`config.mk`:
```
export PLATFORM = sky130hd
export DESIGN_NAME = dmem_store_responder
export DESIGN_NICKNAME = d
export VERILOG_FILES = /design/src/rtl/mips_mem_pkg.sv /design/src/rtl/store_fifo.sv /design/src/rtl/dmem_store_responder.sv
export SDC_FILE = /design/constraint.sdc
export NUM_CORES = 2
export LEC_CHECK = 0
export CAP_MARGIN = 20
export CORE_ASPECT_RATIO = 1.1
export CORE_UTILIZATION = 33
export CTS_BUF_LIST = sky130_fd_sc_hd__clkbuf_4 sky130_fd_sc_hd__clkbuf_8 sky130_fd_sc_hd__clkbuf_16
export CTS_CLUSTER_SIZE = 14
export DETAILED_ROUTE_END_ITERATION = 8
export GPL_TIMING_DRIVEN = 0
export PLACE_DENSITY = 0.56
export SKIP_LAST_GASP = 1
export SLEW_MARGIN = 20
export SYNTH_ARGS = -nofsm -noshare
export SYNTH_HDL_FRONTEND = slang
export SYNTH_SLANG_ARGS = --single-unit
```
`constraint.sdc`:
```
create_clock -name clk -period 4.7 [get_ports clk]
set_input_delay 0.705 -clock clk [delete_from_list [all_inputs] [get_ports clk]]
set_output_delay 0.705 -clock clk [all_outputs]
set_load 0.05 [all_outputs]
```
`src/rtl/mips_mem_pkg.sv`:
```
// Shared types and defaults for the data-memory store responder and its write buffer.
// DMEM_TOHOST_EN (top level) enables the completion-register decode.
package mips_mem_pkg;

  localparam int WORD_W = 32;
  localparam int DEFAULT_ADDR_W = 6;
  localparam int DEFAULT_DEPTH = 4;
  localparam logic [31:0] DEFAULT_TOHOST_ADDR = 32'd84;

  // Entry index width follows the package default word-address width.
  typedef struct packed {
    logic [DEFAULT_ADDR_W-1:0] idx;
    logic [WORD_W-1:0]         data;
  } wbuf_entry_t;

endpackage

```
`src/rtl/store_fifo.sv`:
```
// Posted-store write buffer: circular FIFO that also presents every slot, oldest first,
// with per-slot valid bits so the top level can forward loads from pending stores.
module store_fifo
  import mips_mem_pkg::*;
#(
  parameter int DEPTH = DEFAULT_DEPTH
) (
  input  logic                          clk,
  input  logic                          reset,
  input  logic                          push,
  input  logic                          pop,
  input  wbuf_entry_t                   din,
  output wbuf_entry_t [DEPTH-1:0]       entries,
  output logic        [DEPTH-1:0]       valid,
  output logic                          full,
  output logic                          empty
);

  localparam int PTR_W = $clog2(DEPTH);

  logic [PTR_W-1:0] wr_ptr;
  logic [PTR_W-1:0] rd_ptr;
  logic [PTR_W:0]   count;
  wbuf_entry_t      mem [DEPTH];

  always_ff @(posedge clk or negedge reset) begin
    if (!reset) begin
      wr_ptr <= '0;
      rd_ptr <= '0;
      count  <= '0;
    end else begin
      if (push) wr_ptr <= wr_ptr + 1'b1;
      if (pop)  rd_ptr <= rd_ptr + 1'b1;
      case ({push, pop})
        2'b10:   count <= count + 1'b1;
        2'b01:   count <= count - 1'b1;
        default: count <= count;
      endcase
    end
  end

  // Payload storage needs no reset; validity comes from count alone.
  always_ff @(posedge clk) begin
    if (push) mem[wr_ptr] <= din;
  end

  assign full  = (count == (PTR_W+1)'(DEPTH));
  assign empty = (count == '0);

  // Slot k is the k-th oldest entry; a higher k is younger.
  always_comb begin
    for (int k = 0; k < DEPTH; k++) begin
      entries[k] = mem[rd_ptr + PTR_W'(k)];
      valid[k]   = ((PTR_W+1)'(k) < count);
    end
  end

endmodule

```
`src/rtl/dmem_store_responder.sv`:
```
// Data-port responder: posts stores into a write buffer draining into a word RAM,
// forwards loads from pending stores. DMEM_TOHOST_EN adds the tohost completion register.
module dmem_store_responder
  import mips_mem_pkg::*;
#(
  parameter int          DEPTH       = DEFAULT_DEPTH,
  parameter int          ADDR_W      = DEFAULT_ADDR_W,
  parameter logic [31:0] TOHOST_ADDR = DEFAULT_TOHOST_ADDR
) (
  input  logic        clk,
  input  logic        reset,
  input  logic        memwrite,
  input  logic        memread,
  input  logic [31:0] dataadr,
  input  logic [31:0] writedata,
  output logic [31:0] readdata,
  output logic        stall,
  output logic        done,
  output logic [31:0] tohost_data
);

  logic [ADDR_W-1:0]         idx;
  wbuf_entry_t               push_entry;
  wbuf_entry_t [DEPTH-1:0]   entries;
  logic        [DEPTH-1:0]   valid;
  logic                      full;
  logic                      empty;
  logic                      drain;
  logic                      accept;
  logic [WORD_W-1:0]         ram [2**ADDR_W];
  logic                      unused_adr;

  assign idx        = dataadr[ADDR_W+1:2];
  assign unused_adr = ^{dataadr[31:ADDR_W+2], dataadr[1:0]};

  // A load owns the single RAM port for the whole cycle, so it blocks the drain.
  assign drain  = ~empty & ~memread;
  assign accept = memwrite & (~full | drain);
  assign stall  = memwrite & ~accept;

  assign push_entry.idx  = idx;
  assign push_entry.data = writedata;

  store_fifo #(
    .DEPTH (DEPTH)
  ) u_fifo (
    .clk     (clk),
    .reset   (reset),
    .push    (accept),
    .pop     (drain),
    .din     (push_entry),
    .entries (entries),
    .valid   (valid),
    .full    (full),
    .empty   (empty)
  );

  always_ff @(posedge clk) begin
    if (drain) ram[entries[0].idx] <= entries[0].data;
  end

  // Oldest to youngest so the youngest matching entry overrides.
  always_comb begin
    readdata = ram[idx];
    for (int k = 0; k < DEPTH; k++) begin
      if (valid[k] && (entries[k].idx == idx)) readdata = entries[k].data;
    end
  end

`ifdef DMEM_TOHOST_EN
  always_ff @(posedge clk or negedge reset) begin
    if (!reset) begin
      done        <= 1'b0;
      tohost_data <= '0;
    end else if (accept && (dataadr == TOHOST_ADDR)) begin
      done        <= 1'b1;
      tohost_data <= writedata;
    end
  end
`else
  assign done        = 1'b0;
  assign tohost_data = '0;
`endif

endmodule

```
; ---- Yosys cells after proc, flatten, opt, wreduce, memory -nomap -nowiden
; Memory sizes are Yosys's and may differ from the RTL's.
; Index checks and enable logic that the tools add are counted.
[totals]
ff_bits = 7
mem_bits_rw = 2200
inputBits = 68
out_inout_bits = 66
wordCells = 45
memories = 2
[op_classes]
addsub = 6
order_cmp = 4
eq_ne = 7
n_mux = 9
n_bitwise = 8
reduce_logical = 6
[memory_table]
columns = name, depth, width, rd, rd_ports_with_merged_regs, write_ports, line_no
row1 = ram, 64, 32, 1, 0, 1, dmem_store_responder.sv:30  ; logic [WORD_W-1:0] ram [2**ADDR_W];
row2 = u_fifo.mem, 4, 38, 4, 0, 1, store_fifo.sv:24  ; wbuf_entry_t mem [DEPTH];
[op_table]
columns = op, count
row1 = 2-to-1 mux 32 bit, 4
row2 = == test 6 bit, 4
row3 = less-than comparator 1 x 3 -> 1 bit (first input constant), 2
row4 = less-than comparator 2 x 3 -> 1 bit (first input constant), 2
row5 = case mux 3 bit (2 select lines), 1
row6 = adder 2 x 1 -> 2 bit (second input constant), 2
row7 = adder 2 bit (second input constant), 2
row8 = logical AND 1 bit, 4
row9 = 2-to-1 mux 1 bit, 4
row10 = inverter 1 bit, 4
row11 = adder 3 x 1 -> 3 bit (second input constant), 1
row12 = AND 1 bit, 3
row13 = == test 3 bit (second input constant), 1
row14 = logical NOT 3 bit, 1
row15 = subtractor 3 x 1 -> 3 bit (second input constant), 1
row16 = == test 2 x 1 -> 1 bit (second input constant), 1
row17 = == test 2 bit (second input constant), 1
row18 = nonzero test 2 bit, 1
row19 = bitwise OR 1 bit, 1

; ---- Longest topological paths before layout
[logic_depth]
depth_word = 7
ltp_mapped = 12
ltp_nobuf = 9

; ---- Hierarchy
; Synthesis repeated with hierarchy kept, for this count alone.
[hier_totals]
cells_unflattened = 4201
area_unflattened_um2 = 89502.1
[by_module_without_submodules]
columns = module, instances, cells_per_inst, area_each_um2, seq_area_each_um2
row1 = dmem_store_responder, 1, 3818, 80836.3, 61499.0
row2 = store_fifo, 1, 383, 8665.8, 4739.5

; ---- Worst setup path after synthesis
; Ideal clock, no wire load.
[synth_path]
path_type = in2out
start = input dataadr[2]
end = output readdata[21]
arrival_ns = 3.483
required_ns = 3.995
path_slack_ns = 0.512
path_stages = 11
path_buffers = 4
path_cell_list = buf_2 > buf_2 > buf_1 > buf_2 > mux4_2 > a22oi_1 > a21oi_1 > a21oi_1 > o21ai_0 > nand2_1 > a32oi_1
[synth_between]
elab_chain_cells = 6
elab_cells_between_ends = 13
classes_between = 4 x eq/ne / 4 x mux / 4 x reduce/logical / 1 x memory
[synth_rtl]
columns = item, line_no
row1 = start: declaration, dmem_store_responder.sv:14  ; input logic [31:0] dataadr,
row2 = branches (longest 5 deep; another with memory (64 x 32 bit)), --
row3 = 2-to-1 mux 32 bit *, dmem_store_responder.sv:66  ; if (valid[k] && (entries[k].idx == idx)) readdata = entries[k].data;
row4 = end: declaration, dmem_store_responder.sv:16  ; output logic [31:0] readdata,
; Mark *: on every way between the ends.

; ---- Worst setup path in the final report
[layout_path]
start = input dataadr[5]
end = output readdata[21]
; Same word-level chain as after synthesis.

==> results.env <==
SYNTH_ASYNC_SR_FLOP_SHARE_PCT=0.317
DESIGN.DIE.AREA_SQ_UM=268000
FIN_WORST_HOLD_SLACK_PS=136
FINAL.PERIOD_UTILIZATION_PCT=103
NUM_IO_PINS=134
PATH_BUF_INV=6
MAX_CAP_VIOL_COUNT=0
VIOLATIONS='DRC, setup timing'
TIMING_WORST_SLEW_PIN_VALUE_PS=1040
FINALNONFILLERCELLS=8287
ANT_NETS=0
DETAILEDROUTE.FIRSTPASSITERATIONCOUNT=9
CRITICAL-PATH-MAX-STAGE-DELAY_PS=530
MAX_CLOCK_FREQ_GHz=0.207
VIAS_IN_THE_FIRST_GLOBAL_ROUTE=46387
GLOBAL_ROUTE.OVERFLOW_TOTAL=0
CRIT_TYPE='in2out'
FINAL-HOLD-VIOLATION-COUNT=0
GLOBAL_ROUTE_WIRE_LENGTH_BEFORE_REPAIR_MM=375
FINAL_CORE_UTIL_PCT=40.5
FINAL-MAX-SLEW-VIOLATION-COUNT=0
COREAREA_SQ_UM=264000
SYNTH_COMPOUND_GATE_AREA_SHARE_PCT=3.33
DP_SLACK_PS=-3150
HTREE_NUM_LEVELS=4
R2R_CELLS=7
FINALINSTANCEAREA_SQ_UM=107000
DR_TOTAL_VIAS=46776
CRITPATHTOPFAMILY='buffers and inverters'
AREA_GROWTH_PCT=22.1
MIN-DELAY-PATH-CLASS='in2async'
REG2REG_SLACK_PS=340
ARRIVAL_TIME_AT_THE_WORST_ENDPOINT_PS=4120
SYNTHSIMPLEGATEAREAFRAC_PCT=1.86
FINALNETCOUNT=4654
YS_SEQ_ELEMENTS=2207
CLK_PIN_SLEW_PS=60
DIEHEIGHT_UM=543
POST_ROUTE_SKEW_PS=37.4
STATUS='finished with violations'
TOTAL_GRT_USAGE_PCT=20.2
SYNTH.CELL_AREA_SQ_UM=87700
SYNTH_CELLS=4048
POST_SYNTH_MUX_AREA_SHARE_PCT=17.3
WORST_IR_DROP_VDD_mV=0.431
POSTSYNTH.TOPFLOPCELL='edfxtp_1'
SETUP_VIOL_COUNT_FINAL=17
TIMING.SETUP.TNS_PS=-535
CTS_MADE_BUFFERS=221
SYN-MEAN-INSTANCE-AREA_SQ_UM=21.7
P_LEAK_nW=33.6
ROUTED_WIRE_LENGTH_PER_INSTANCE_UM=33.6
SETUP_SLACK_PS=-127
PLACEDCELLCOUNT=7794
DETAILEDPLACEMENTHPWL_MM=163
CRITICAL_PATH.MAX_FANOUT=10
START_KIND='input pin'
CTS_BUFFER_DEPTH=3
SYNTH_ADDER_AREA_SHARE_PCT=0.128
INITIAL_CORE_UTIL_PCT=33.2
FINALCRITICALPERIOD_PS=4830
MAXIMUM_NUMBER_OF_PINS_ON_ONE_NET_BEFORE_GLOBAL_ROUTE_REPAIR=66
CTS_TREE='built'
SYNTH_AREA_IN_XOR_XNOR_PCT=0.300
FINALWEIGHTEDCONGESTION=0.854
YS_SEQ_AREA_SHARE_PCT=75.5
AVGVIACOUNTPERCELL=5.64
TIMING.RR.END='ram[39][11]'
PORTBUFS=74
SLEW_HEADROOM_PCT=30.6
RR_STARTPOINT='u_fifo.count[0]'
FLOORPLAN.DIE.WIDTH_UM=494
ROUTED_WL_MM=279
PLACED_CELL_AREA_SQ_UM=96600
LAYOUT-DRIVE-GT1-SHARE_PCT=36.8
INITIALDRTVIOLATIONCOUNT=5859
WORSTPATHCELLLIST='clkdlybuf4s50_1 -> clkbuf_8 -> buf_8 -> nor2_4 -> clkbuf_8 -> clkbuf_2 -> a22oi_1 -> nand2_1 -> a21oi_1 -> o21ai_2 -> nand2_1 -> a32oi_1 -> buf_4'
CTS_ROOT_BUFFER='clkbuf_16'
DRCVIOLATIONCOUNT=3
CLK_LATENCY_PS=890
ROW_COUNT=198
CRIT_PATH_TOP_DELAY_CELL='clkdlybuf4s50_1'
GRT_SETUP_UNREPAIRED='yes'
MOSTFREQUENTLAYOUTCELL='edfxtp_1'
LAYOUT.CELLS.MOST_COMMON_LIST='edfxtp_1, mux4_2, clkbuf_16'
ENDPOINT_KIND='output pin'
NUMBER_OF_ANTENNA_VIOLATIONS_AT_THE_FIRST_CHECK_IN_GLOBAL_ROUTING=27
P_TOTAL_mW=59.9
POWER.DENSITY_CELL_AREA_nW_PER_UM2=560
SYNTH_EDF_COUNT=2200
CRIT_REQUIRED_PS=3990
SYNTH.LIB_CELLS_USED.DISTINCT=58
DOMINANT_COMBINATIONAL_CELL_FAMILY_BY_AREA_AFTER_SYNTHESIS='multiplexers'
SYNTH_WARNINGS=0
CLOCK_SINK_COUNT=2207
## synth_stat cells (14+ instances only)
cell / count / area share [%]
a21oi_1: 85 / 0.49
buf_1: 69 / 0.30
and3_1: 21 / 0.15
nor2_1: 119 / 0.51
edfxtp_1: 2200 / 75
nor4_1: 14 / 0.10
nand3_1: 22 / 0.13
nor4b_1: 15 / 0.15
o221a_2: 14 / 0.18
buf_2: 31 / 0.18
clkbuf_1: 151 / 0.65
a22oi_1: 182 / 1.6
nand2_1: 120 / 0.51
a221oi_1: 25 / 0.25
a41oi_1: 17 / 0.17
o21ai_0: 52 / 0.30
buf_4: 36 / 0.31
o22ai_1: 15 / 0.11
a21o_1: 14 / 0.12
mux2_2: 33 / 0.42
mux4_2: 626 / 16
mux2i_1: 69 / 0.79
xnor2_1: 20 / 0.20
## where the power goes
| part | switching (mW) | internal, mW | total (mW) | leakage [nW] |
|---|---|---|---|---|
| Clock | 7.59 | 9.90 | 17.5 | 3.59 |
| Sequential | 0.686 | 26.5 | 27.2 | 19.9 |
| Combinational | 10.6 | 4.64 | 15.2 | 10.2 |
| Total | 18.8 | 41.1 | 59.9 | 33.6 |
## per-layer routing
layer	global-route usage, %	vias to the layer above	part of all wire [%]
li1	-	18451	-
met1	24.7	25093	36
met2	33.6	2552	49
met3	3.22	668	7.8
met4	12.1	12	7.5
met5	0	-	0.026
## registers in the layout, indices dropped and copies added (netlist names)
register,flops
ram,2048
u_fifo.mem,152
u_fifo.count,3
u_fifo.rd_ptr,2
u_fifo.wr_ptr,2
## worst max-delay path by stage
stage | from | endpoint | slack, ps | cells past startpoint
2_1_floorplan | dataadr[2] | readdata[21] | 510 | 11
3_3_place_gp | dataadr[5] | readdata[13] | -3600 | 10
3_5_place_dp | dataadr[3] | readdata[0] | -3150 | 13
4_1_cts | u_fifo.rd_ptr[0] | readdata[17] | -70 | 10
5_1_grt | u_fifo.rd_ptr[0] | readdata[7] | -290 | 12
6_report | dataadr[5] | readdata[21] | -130 | 13
## worst register-to-register path: cells and delay by family (launching register included)
kind                       cells  cell delay [ps]
DFF                            1              480
and+or+nand+nor                2             1610
AOI/OAI and AO/OA              1              650
adders and majority gates      1              230
buffers and inverters          3             1030
## logic make-up after synthesis
group	after synthesis
AOI/OAI and AO/OA	419
xor gates and xnor gates	30
adders and majority gates	9
buffers and inverters	304
DFF	2207
muxes	729
other	1
and+or+nand+nor	349
## what timing repair did
| item | 4_1_cts | 5_1_grt |
|---|---|---|
| cloned | 26 | 6 |
| pin swaps | 45 | 25 |
| endpoints found under the setup margin | 32 | 32 |
| buffers inserted | 30 | 9 |
| hold buffers | 0 | 0 |
| gates resized for setup | 904 | 91 |
## area by class of cell
cell class | instances | area [sq um]
Tap cell | 3500 | 4380
Inverter | 13 | 48.8
Fill cell | 22945 | 157000
Sequential cell | 2207 | 66200
Clock buffer | 276 | 5960
Clock inverter | 133 | 1260
Timing Repair Buffer | 255 | 4140
Buffer | 281 | 2300
Antenna cell | 24 | 60.1
Multi-Input combinational cell | 1598 | 22700
No activity file was read; power rests on OpenSTA's default activity.
